--- config.mk ---
export PLATFORM = sky130hd
export DESIGN_NAME = d_latch_out_monitor
export DESIGN_NICKNAME = d
export VERILOG_FILES = /design/src/rtl/d_latch_out_monitor.sv
export SDC_FILE = /design/constraint.sdc
export NUM_CORES = 1
export LEC_CHECK = 0
export CORE_ASPECT_RATIO = 0.8
export CORE_MARGIN = 5
export CORE_UTILIZATION = 48
export DETAILED_ROUTE_END_ITERATION = 8
export PLACE_DENSITY_LB_ADDON = 0.15
export SLEW_MARGIN = 20
export SYNTH_ARGS = -nofsm -noshare
export SYNTH_HDL_FRONTEND = slang
export SYNTH_SLANG_ARGS = --single-unit
--- constraint.sdc ---
create_clock -name clk -period 1.9 [get_ports clk]
set_input_delay 0.38 -clock clk [delete_from_list [all_inputs] [get_ports clk]]
set_output_delay 0.38 -clock clk [all_outputs]
set_load 0.1 [all_outputs]
--- src/rtl/d_latch_out_monitor.sv ---
// D-latch output monitor: synchronizes q/qb, glitch-filters q into a
// debounced level with rise/fall strobes, a transition count and a q/qb check.
module d_latch_out_monitor #(
  parameter int SYNC_STAGES = 2,
  parameter int FILT_LEN    = 4,
  parameter int CNT_W       = 8
) (
  input  logic             clk,
  input  logic             rst,
  input  logic             q,
  input  logic             qb,
  input  logic             clr_cnt,
  input  logic             mismatch_clr,
  output logic             q_stable,
  output logic             rise,
  output logic             fall,
  output logic [CNT_W-1:0] edge_cnt,
  output logic             cnt_sat,
  output logic             mismatch
);

  localparam int FW = $clog2(FILT_LEN) + 1;
  localparam logic [FW-1:0] FLEN = FW'(FILT_LEN);

  typedef enum logic [1:0] {
    LO,
    CHK_HI,
    HI,
    CHK_LO
  } state_t;

  logic [SYNC_STAGES-1:0] q_sync;
  logic [SYNC_STAGES-1:0] qb_sync;
  logic                   q_s;
  logic                   qb_s;

  state_t        state;
  state_t        state_n;
  logic [FW-1:0] fcnt;
  logic [FW-1:0] fcnt_n;
  logic [FW-1:0] fcnt_inc;
  logic          rise_n;
  logic          fall_n;
  logic          pulse;
  logic          eq;
  logic          eq_d;
  logic          mm_set;

  // Chains reset to the complementary idle pair so reset never looks like a mismatch
  always_ff @(posedge clk) begin
    if (rst) begin
      q_sync  <= '0;
      qb_sync <= '1;
    end else begin
      q_sync  <= {q_sync[SYNC_STAGES-2:0], q};
      qb_sync <= {qb_sync[SYNC_STAGES-2:0], qb};
    end
  end

  assign q_s  = q_sync[SYNC_STAGES-1];
  assign qb_s = qb_sync[SYNC_STAGES-1];

  always_ff @(posedge clk) begin
    if (rst) begin
      state <= LO;
      fcnt  <= '0;
    end else begin
      state <= state_n;
      fcnt  <= fcnt_n;
    end
  end

  always_comb begin
    state_n  = state;
    fcnt_n   = fcnt;
    fcnt_inc = fcnt + 1'b1;
    unique case (state)
      LO: begin
        if (q_s) begin
          if (FILT_LEN == 1) begin
            state_n = HI;
            fcnt_n  = '0;
          end else begin
            state_n = CHK_HI;
            fcnt_n  = FW'(1);
          end
        end
      end
      CHK_HI: begin
        if (!q_s) begin
          state_n = LO;
          fcnt_n  = '0;
        end else if (fcnt_inc == FLEN) begin
          state_n = HI;
          fcnt_n  = '0;
        end else begin
          fcnt_n = fcnt_inc;
        end
      end
      HI: begin
        if (!q_s) begin
          if (FILT_LEN == 1) begin
            state_n = LO;
            fcnt_n  = '0;
          end else begin
            state_n = CHK_LO;
            fcnt_n  = FW'(1);
          end
        end
      end
      CHK_LO: begin
        if (q_s) begin
          state_n = HI;
          fcnt_n  = '0;
        end else if (fcnt_inc == FLEN) begin
          state_n = LO;
          fcnt_n  = '0;
        end else begin
          fcnt_n = fcnt_inc;
        end
      end
    endcase
  end

  assign q_stable = (state == HI) || (state == CHK_LO);

  assign rise_n = (state_n == HI) &&
                  ((state == LO) || (state == CHK_HI));
  assign fall_n = (state_n == LO) &&
                  ((state == HI) || (state == CHK_LO));
  assign pulse  = rise_n | fall_n;

  // Count lands on the same edge that raises the strobe
  always_ff @(posedge clk) begin
    if (rst) begin
      rise     <= 1'b0;
      fall     <= 1'b0;
      edge_cnt <= '0;
    end else begin
      rise <= rise_n;
      fall <= fall_n;
      if (clr_cnt) begin
        edge_cnt <= pulse ? CNT_W'(1) : '0;
      end else if (pulse && !cnt_sat) begin
        edge_cnt <= edge_cnt + 1'b1;
      end
    end
  end

  assign cnt_sat = &edge_cnt;

  assign eq     = (q_s == qb_s);
  assign mm_set = eq && eq_d;

  always_ff @(posedge clk) begin
    if (rst) begin
      eq_d     <= 1'b0;
      mismatch <= 1'b0;
    end else begin
      eq_d <= eq;
      if (mm_set) begin
        mismatch <= 1'b1;
      end else if (mismatch_clr) begin
        mismatch <= 1'b0;
      end
    end
  end

endmodule

==> results, run 1 <==
- The aggregate routed wire length is 2016 um.
- The maximum level of the CTS H-tree is 1.
- Dividing the detail-routed via count by the number of cells gives between 5 and 6.
- The kind of cell with the highest combined delay on the critical path is simple AND/OR/NAND/NOR gates.
- The number of buffers between clock root and the deepest sink is 2.
- Setup violations remaining at the end of the flow were counted as 0.
- The core region is 0.001839 mm^2.
- The worst slew margin relative to its limit is 76.30%.
- After floorplanning, the core was divided into 14 placement rows.
- The initial antenna violation count was 0.
- The reported leakage power is 0.4334 nW.
- After clock tree synthesis, the clock-pin slew on the worst setup and hold paths is approximately 130 ps.
- The clock net in this run drives a total of 21 sinks.
- The layout net count is 129.
- The peak clock frequency supported by timing is ~540 MHz.
- The critical hold path startpoint is qb_sync[0].
- The final-report max-slew violation count came to 0.
- The share of total power in the clock network is 31.8%.
- The mean area per synthesized cell is 9.397 um^2.
- The total global-route track usage is 14.44%.
- Routability-driven placement finished with a final weighted congestion of a little over 0.8.
- The data arrival time at the worst-slack endpoint is 2090 ps.
- The antenna cell count is 0.
- The top-area cell type share of the netlist area is 46.60%.
- The final period demand of the worst path is 1851 ps.
- The critical path is of the reg2reg type.
- The TritonCTS buffer count is 3.
- The count of final hold-check violations is 0.
- Data on the critical path is required at its endpoint by 2140 ps.
- The origin of the critical flop-to-flop path is fcnt[0].
- For this run, the detailed router's first-pass iteration total came to 4.
- In the final timing run, aggregate negative setup slack is 0 ps.
- The buffer cell driving the clock tree root is sky130_fd_sc_hd__clkbuf_4.
- The synthesized netlist occupies a cell area of 902.1 um^2.
- The via count of the first global-routing pass is about 730.
- The worst min-delay path class is reg2reg.
- The detailed-placement wirelength estimate is ~1400 um.
- Pin placement for this block handled 19 I/O pins.
- Buffers placed on the I/O ports in this run total 18.
- The primary flip-flop cell chosen by synthesis mapping is sky130_fd_sc_hd__dfxtp_1.
- Along the worst path, the maximum fanout reaches 7.
- The total congestion overflow after global routing is 0.
- The number of buffers and inverters on the critical path is 0.
- The number of nets produced by synthesis is about 110.
- The net switching power of the design is 0.1701 mW.
- The maximum vdd ir drop is about 0.5 mV.
- The via total after detailed routing is 800.
- In this run the remaining antenna-violating nets after routing total 0.
- The pin count of the biggest net entering global routing is 16.
- The worst setup path startpoint is fcnt[0].
- The number of enable flip-flop cells after synthesis is 0.
- Cells fill between 60% and 70% of the core in the end.
- The x dimension of the die is 58.47 um.
- The synthesized design contains 21 register bits.
- The register area share after synthesis is 46.60%.
- TritonCTS built the clock tree.
- The wire length of the first global-routing pass is 3222 um.
- In this design, the stage delay of the slowest critical-path cell is between 400 and 500 ps.
- The critical-path cell with the highest stage delay is sky130_fd_sc_hd__or4_1.
- After synthesis, the cell types taking the most area are sky130_fd_sc_hd__dfxtp_1, sky130_fd_sc_hd__ha_1, sky130_fd_sc_hd__nand2_1, sky130_fd_sc_hd__a21oi_1, sky130_fd_sc_hd__o31ai_1.
- STA classifies the critical path startpoint as a flop.
- The run finished with clean final reports.
- The area growth from synthesis to layout is 40.22%.
- Final hold analysis gives a worst-case slack of 425.9 ps.
- From bottom edge to top edge, the die measures ~49 um.
- The overall power is 0.7121 mW.
- The count of max-cap constraint violations is 0.
- The die footprint is approximately 0.0029 mm^2.
- The critical path goes through ha_2 > xnor2_1 > or3_4 > or4_1 > a21oi_1.
- The combinational cell fraction of total power is 5.6%.
- In the final layout, the share of cells above drive strength 1 is 37.82%.
- After synthesis, the share of flip-flops with an asynchronous set or reset is 0%.
- For this configuration, the core starts out at a cell density of 49.05%.
- Clock skew on the completed layout was measured at 5.129 ps.
- The endpoint type of the worst setup path is a flop.
- Yosys printed 0 warnings.
- The internal portion of total power is about 0.54 mW.
- Net switching is a little under a quarter of the power.
- Sequential cells burn 62.6% of the power.
- The cell type with the highest aggregate area in the netlist is sky130_fd_sc_hd__dfxtp_1.
- The average wire per cell in the routed design is 14.10 um.
- For the pin with the worst max-slew slack, the measured transition is around 350 ps.
- The final cycle utilization of the critical path is 97.43%.
- For the worst-skew pair, the clock arrives at the later sink with an insertion delay of slightly above 300 ps.
- Synthesis produced 96 cells.
- The detailed router finished its first iteration with 26 violations.
- The final routed DRC violation total is 0.
- Dividing total power by cell area gives a power density of 562.9 mW/mm^2.
- The count of cell types in the netlist is 31.
- For this design, the CTS-stage hold fixing added 0 buffers.
==> kinds of logic (layout without fill, tap and decap cells) <==
kind of cell / after synthesis / in the layout / synth area share (%)
buffers and inverters: 7 / 30 / 3.189
AO/OA/AOI/OAI: 22 / 22 / 17.06
XOR/XNOR: 4 / 4 / 3.884
adder cells (fa/ha/maj): 3 / 3 / 4.161
AND/OR/NAND/NOR: 38 / 38 / 23.99
multiplexers: 1 / 1 / 1.110
flip-flops: 21 / 21 / 46.60
==> cell type report <==
| type | count | area (um^2) |
|---|---|---|
| clock buffer | 3 | 22.52 |
| clock inverter | 1 | 7.507 |
| fill | 149 | 574.3 |
| inverter | 1 | 3.754 |
| multi-input combinational | 68 | 499.2 |
| sequential | 21 | 441.7 |
| tap | 24 | 30.03 |
| timing repair buffer | 25 | 260.3 |
==> power groups by stage <==
stage / clock network [mW] / logic, mW / registers (mW)
floorplan: 0 / 0.0203 / 0.456
global placement: 0 / 0.0391 / 0.455
detailed placement: 0 / 0.0396 / 0.455
CTS: 0.231 / 0.0397 / 0.445
global route: 0.253 / 0.0437 / 0.447
finish: 0.227 / 0.0400 / 0.445
==> metal layers <==
layer  track usage, %  vias to the layer above  wire, um
met5                0                        -         0
li1                 -                      400         -
met2            22.49                       23       948
met1            18.28                      375       925
met3            6.085                        2       129
met4            3.475                        0        13
==> synth_stat cells, drive strengths merged, types with 2 or more instances <==
cell type	count
a21oi	6
buf	2
clkbuf	4
dfxtp	21
ha	3
nand2	9
nand3	4
nor2	6
nor2b	2
nor3	2
nor3b	2
o21ai	3
o311ai	2
o31ai	4
o41ai	3
or2	3
or3	3
or4	3
xnor2	2
xor2	2
==> cells in the final DEF (no fill, tap or decap), types with 2 or more instances in the layout <==
cell type,netlist,final
sky130_fd_sc_hd__buf_4,0,14
sky130_fd_sc_hd__dfxtp_1,21,12
sky130_fd_sc_hd__nand2_1,9,9
sky130_fd_sc_hd__nor2_1,6,6
sky130_fd_sc_hd__a21oi_1,6,6
sky130_fd_sc_hd__dfxtp_2,0,5
sky130_fd_sc_hd__clkdlybuf4s50_1,0,5
sky130_fd_sc_hd__buf_12,0,5
sky130_fd_sc_hd__o31ai_1,4,4
sky130_fd_sc_hd__dfxtp_4,0,4
sky130_fd_sc_hd__nand3_1,4,3
sky130_fd_sc_hd__or4_1,3,3
sky130_fd_sc_hd__or2_2,3,3
sky130_fd_sc_hd__o21ai_0,3,3
sky130_fd_sc_hd__clkbuf_4,0,3
sky130_fd_sc_hd__xnor2_1,2,2
sky130_fd_sc_hd__xor2_1,2,2
sky130_fd_sc_hd__or3_1,2,2
sky130_fd_sc_hd__o41ai_1,3,2
sky130_fd_sc_hd__nor2b_1,2,2
sky130_fd_sc_hd__nor3b_1,2,2
==> metrics by stage <==
step / instance area [um^2] / instances / worst slack, ps
6_report: 1265 / 143 / 48.89
2_1_floorplan: 932.1 / 96 / 11.90
3_3_place_gp: 1167 / 136 / 100.0
3_5_place_dp: 1167 / 136 / 71.19
4_1_cts: 1217 / 141 / 10.69
5_1_grt: 1265 / 143 / -24.39
==> sequential cells by signal, summed over array words and instances (netlist names) <==
signal	cells
mismatch	1
qb_sync	2
eq_d	1
state	2
edge_cnt	8
fcnt	3
fall	1
rise	1
q_sync	2
==> final timing paths <==
| kind | end | slack [ps] | cells past startpoint |
|---|---|---|---|
| min reg2reg | qb_sync[1] | 430 | 1 |
| min | qb_sync[1] | 430 | 1 |
| max | edge_cnt[3] | 50 | 5 |
| max reg2reg | edge_cnt[3] | 50 | 5 |
==> what timing repair did <==
item / in CTS / in global routing
gates resized for setup: 3 / 7
cloned: 0 / 0
pin swaps: 0 / 2
setup endpoints to repair: 1 / 6
buffers inserted: 1 / 2
(Power assumes the default switching activity.)
==> run 2, diff against run 1 <==
--- a/config.mk
+++ b/config.mk
@@ -10,6 +10,7 @@
 export CORE_UTILIZATION = 48
 export DETAILED_ROUTE_END_ITERATION = 8
 export PLACE_DENSITY_LB_ADDON = 0.15
+export SETUP_SLACK_MARGIN = 0.2
 export SLEW_MARGIN = 20
 export SYNTH_ARGS = -nofsm -noshare
 export SYNTH_HDL_FRONTEND = slang
==> run 2 against run 1 <==
  * Total power down 0.32%
  * Clock-buffer cell count is the same
  * Non-clock buffer count increased by 9
  * Design area increased by 18%
  * Cell count is 6.3% higher
==> results, run 2 (synthesis results as in run 1) <==
- The transition time at the pin with the least slew margin came to 511.8 ps (+165.3 ps).
- The final estimated routing congestion in global placement was 0.8235 (-0.63%).
- The data arrival time at the worst-slack endpoint is 1390 ps (-700 ps).
- The wire length of the first global-routing pass is 3877 um (+20%).
- The final cycle utilization of the critical path was 93.25% (-4.2 points).
- The biggest cell delay along the critical path is 440 ps (-50 ps).
- The kind of launch point of the worst setup path is a flop.
- The clock tree from TritonCTS is yes.
- The number of ports placed on the die boundary is 19 (unchanged).
- The number of sinks driven by the clock tree came to 21 (unchanged).
- The ratio of total power to cell area was 477.5 mW/mm^2 (-15%).
- The total global-route track usage was 17.81% (+3.4 points).
- Setup repair after global routing could not meet its margin everywhere.
- In this run the critical register-to-register path is captured at edge_cnt[3].
- The buffer cell driving the clock tree root is sky130_fd_sc_hd__clkbuf_4.
- The count of max-cap constraint violations is 0 (unchanged).
- The later-pin clock latency in the skew report is 310 ps (about the same).
- The area growth from synthesis to layout is 64.77%.
- The final setup violation count came to 0 (unchanged).
- The x dimension of the die came to 58.47 um (unchanged).
- The worst slew margin relative to its limit came to 65.75% (-11 points).
- The cell area after placement is 0.001217 mm^2 (+4.3%).
- The detailed-placement wirelength estimate is 1549 um (+11%).
- The number of flip-flops in the largest register is 8 (unchanged).
- The final routed DRC violation total is 0 (unchanged).
- The run finished with clean final reports.
- The worst setup path is captured at an output pin.
- The total of buffers placed on input and output ports is 18 (unchanged).
- The number of filler instances in the final layout came to 123 (-17%).
- The required time at the worst-slack endpoint was 1520 ps (-620 ps).
- The peak clock frequency supported by timing is 564.4 MHz (+4.5%).
- The number of buffers and inverters on the critical path is 2 (+2).
- The number of buffers between clock root and the deepest sink came to 2 (unchanged).
- The origin of the critical flop-to-flop path is fcnt[0].
- The clock-pin slew on the worst setup and hold paths is 120 ps (about the same).
- The length in cells of the worst reg-to-reg path is 5 (unchanged).
- The number of cell rows is 14 (unchanged).
- The share of post-route cells with drive strength above 1 was 50.00% (+12 points).
- The sink of the worst hold path is qb_sync[1].
- The via density per instance was 5.822 (+4.1%).
- The via total after detailed routing is 885 (+11%).
- The highest fanout seen on the critical path was 5 (-2).
- The final period demand of the worst path was 1772 ps (-79.45 ps).
- The count of final hold-check violations is 0 (unchanged).
- The flip-flop and latch area is 455.4 um^2 (+3.1%).
- The final antenna-violating net count is 0 (unchanged).
- The DRC marker count from the first detailed-route iteration is 28 (+7.7%).
- The maximum vdd ir drop is 0.5404 mV (+6.1%).
- The layout net count is 138 (+7.0%).
- The total congestion overflow after global routing is 0 (unchanged).
- In the layout the commonest cells are sky130_fd_sc_hd__buf_4, sky130_fd_sc_hd__dfxtp_1, sky130_fd_sc_hd__dfxtp_4.
- Traced cell by cell, the critical path runs through nand2_1 > nor3_4 > buf_6 > buf_12.
- The die footprint came to 0.002852 mm^2 (unchanged).
- The path class of the tightest hold or removal check is reg2reg.
- The initial standard-cell utilization of the core was 49.05% (unchanged).
- The antenna cell count came to 0 (unchanged).
- The via count of the first global-routing pass was 791 (+8.1%).
- The library cell used most frequently in the layout, excluding fill and tap cells, is sky130_fd_sc_hd__buf_4.
- The area of the core was 0.001839 mm^2 (unchanged).
- The die boundary height came to 48.78 um (unchanged).
- The setup skew after layout is 2.904 ps (-2.224 ps).
- The sum of negative setup slack is 0 ps (unchanged).
- The number of detailed-route iterations in the first pass was 5 (+1).
- The TritonCTS buffer count is 3 (unchanged).
- The critical hold path startpoint is qb_sync[0].
- The cell area after layout is 0.001486 mm^2 (+18%).
- The multi-input combinational cell area is 599.3 um^2 (+20%).
- The worst-case register-to-register setup slack came to 140 ps (+90 ps).
- The reported leakage power is 0.5270 nW (+22%).
- The pin count of the biggest net entering global routing came to 14 (-2).
- The slowest stage of the critical path belongs to the cell sky130_fd_sc_hd__dfxtp_2.
- In the final layout, the registers with the most flip-flops are edge_cnt x8, fcnt x3.
- The initial antenna violation count is 0 (unchanged).
- The setup path with the least slack is of type reg2out.
- The aggregate routed wire length is 2595 um (+29%).
- The maximum level of the CTS H-tree is 1 (unchanged).
- The average wire per cell in the routed design is 17.07 um (+21%).
- The instance count along the most critical hold path is 1 (unchanged).
- On the critical path the largest part of the delay comes from flip-flops.
- The register with the most flip-flops in the final layout is edge_cnt.
- The final-report max-slew violation count is 0 (unchanged).
==> run 2: cell count changes in the layout (fill, tap and decap cells not counted), sizes merged <==
cell / delta
clkinv: +1
clkinvlp: -1
clkbuf: -1
buf: +10
==> run 2: how the worst max path moves through the flow <==
stage               depth (start not counted)         from  slack (ps)           to
CTS                                         5  edge_cnt[1]         120      cnt_sat
finish                                      4  edge_cnt[7]         130      cnt_sat
global placement                            5      fcnt[0]         100  edge_cnt[3]
global route                                5      fcnt[0]          80  edge_cnt[3]
floorplan                                   3  edge_cnt[7]         200      cnt_sat
detailed placement                          5      fcnt[0]          60  edge_cnt[3]
==> run 2: cell type report <==
type	count	area share, %
multi-input combinational	68	40.32
sequential	21	30.64
timing repair buffer	34	24.92
tap	24	2.020
clock buffer	3	1.515
clock inverter	1	0.3367
inverter	1	0.2525
==> run 2: worst reg2reg max path: stages, from the launching register on <==
cell,delay (ps)
sky130_fd_sc_hd__dfxtp_4,390
sky130_fd_sc_hd__ha_4,180
sky130_fd_sc_hd__xnor2_4,120
sky130_fd_sc_hd__or3_4,390
sky130_fd_sc_hd__or4_1,490
sky130_fd_sc_hd__a21oi_1,130
==> run 2: power by group <==
group	switching, mW	internal [mW]	leakage (nW)
Combinational	0.0245	0.0227	0.331
Clock	0.144	0.0789	0.0177
Sequential	0.00508	0.435	0.178
==> run 2: per-layer routing <==
layer  vias up  routed length, um  part of all wire (%)  global-route usage, %
met5         -                  0                     0                      0
met4         0                 58                   2.2                  7.722
met3         7                121                   4.7                  5.291
met2        28               1317                    51                  28.07
met1       427               1097                    42                  22.17
li1        423                  -                     -                      -
==> run 2: metrics by stage <==
| step | worst slack [ps] | std cells | power [mW] | hold slack [ps] | utilization, % |
|---|---|---|---|---|---|
| floorplan | 200.8 | 96 | 0.4726 | 389.5 | - |
| global placement | 104.3 | 137 | 0.4909 | 395.7 | 66.19 |
| detailed placement | 57.28 | 137 | 0.4928 | 404.0 | 66.19 |
| CTS | 118.4 | 150 | 0.7141 | 434.0 | 75.31 |
| global route | 81.80 | 152 | 0.7410 | 467.3 | 80.82 |
| finish | 128.3 | 152 | 0.7098 | 428.6 | 80.82 |
==> run 2: what timing repair did <==
item / in CTS / in global routing
endpoints found under the setup margin: 7 / 9
hold buffers: 0 / 0
buffers inserted: 9 / 2
pin swaps: 5 / 4
gates resized for setup: 18 / 14
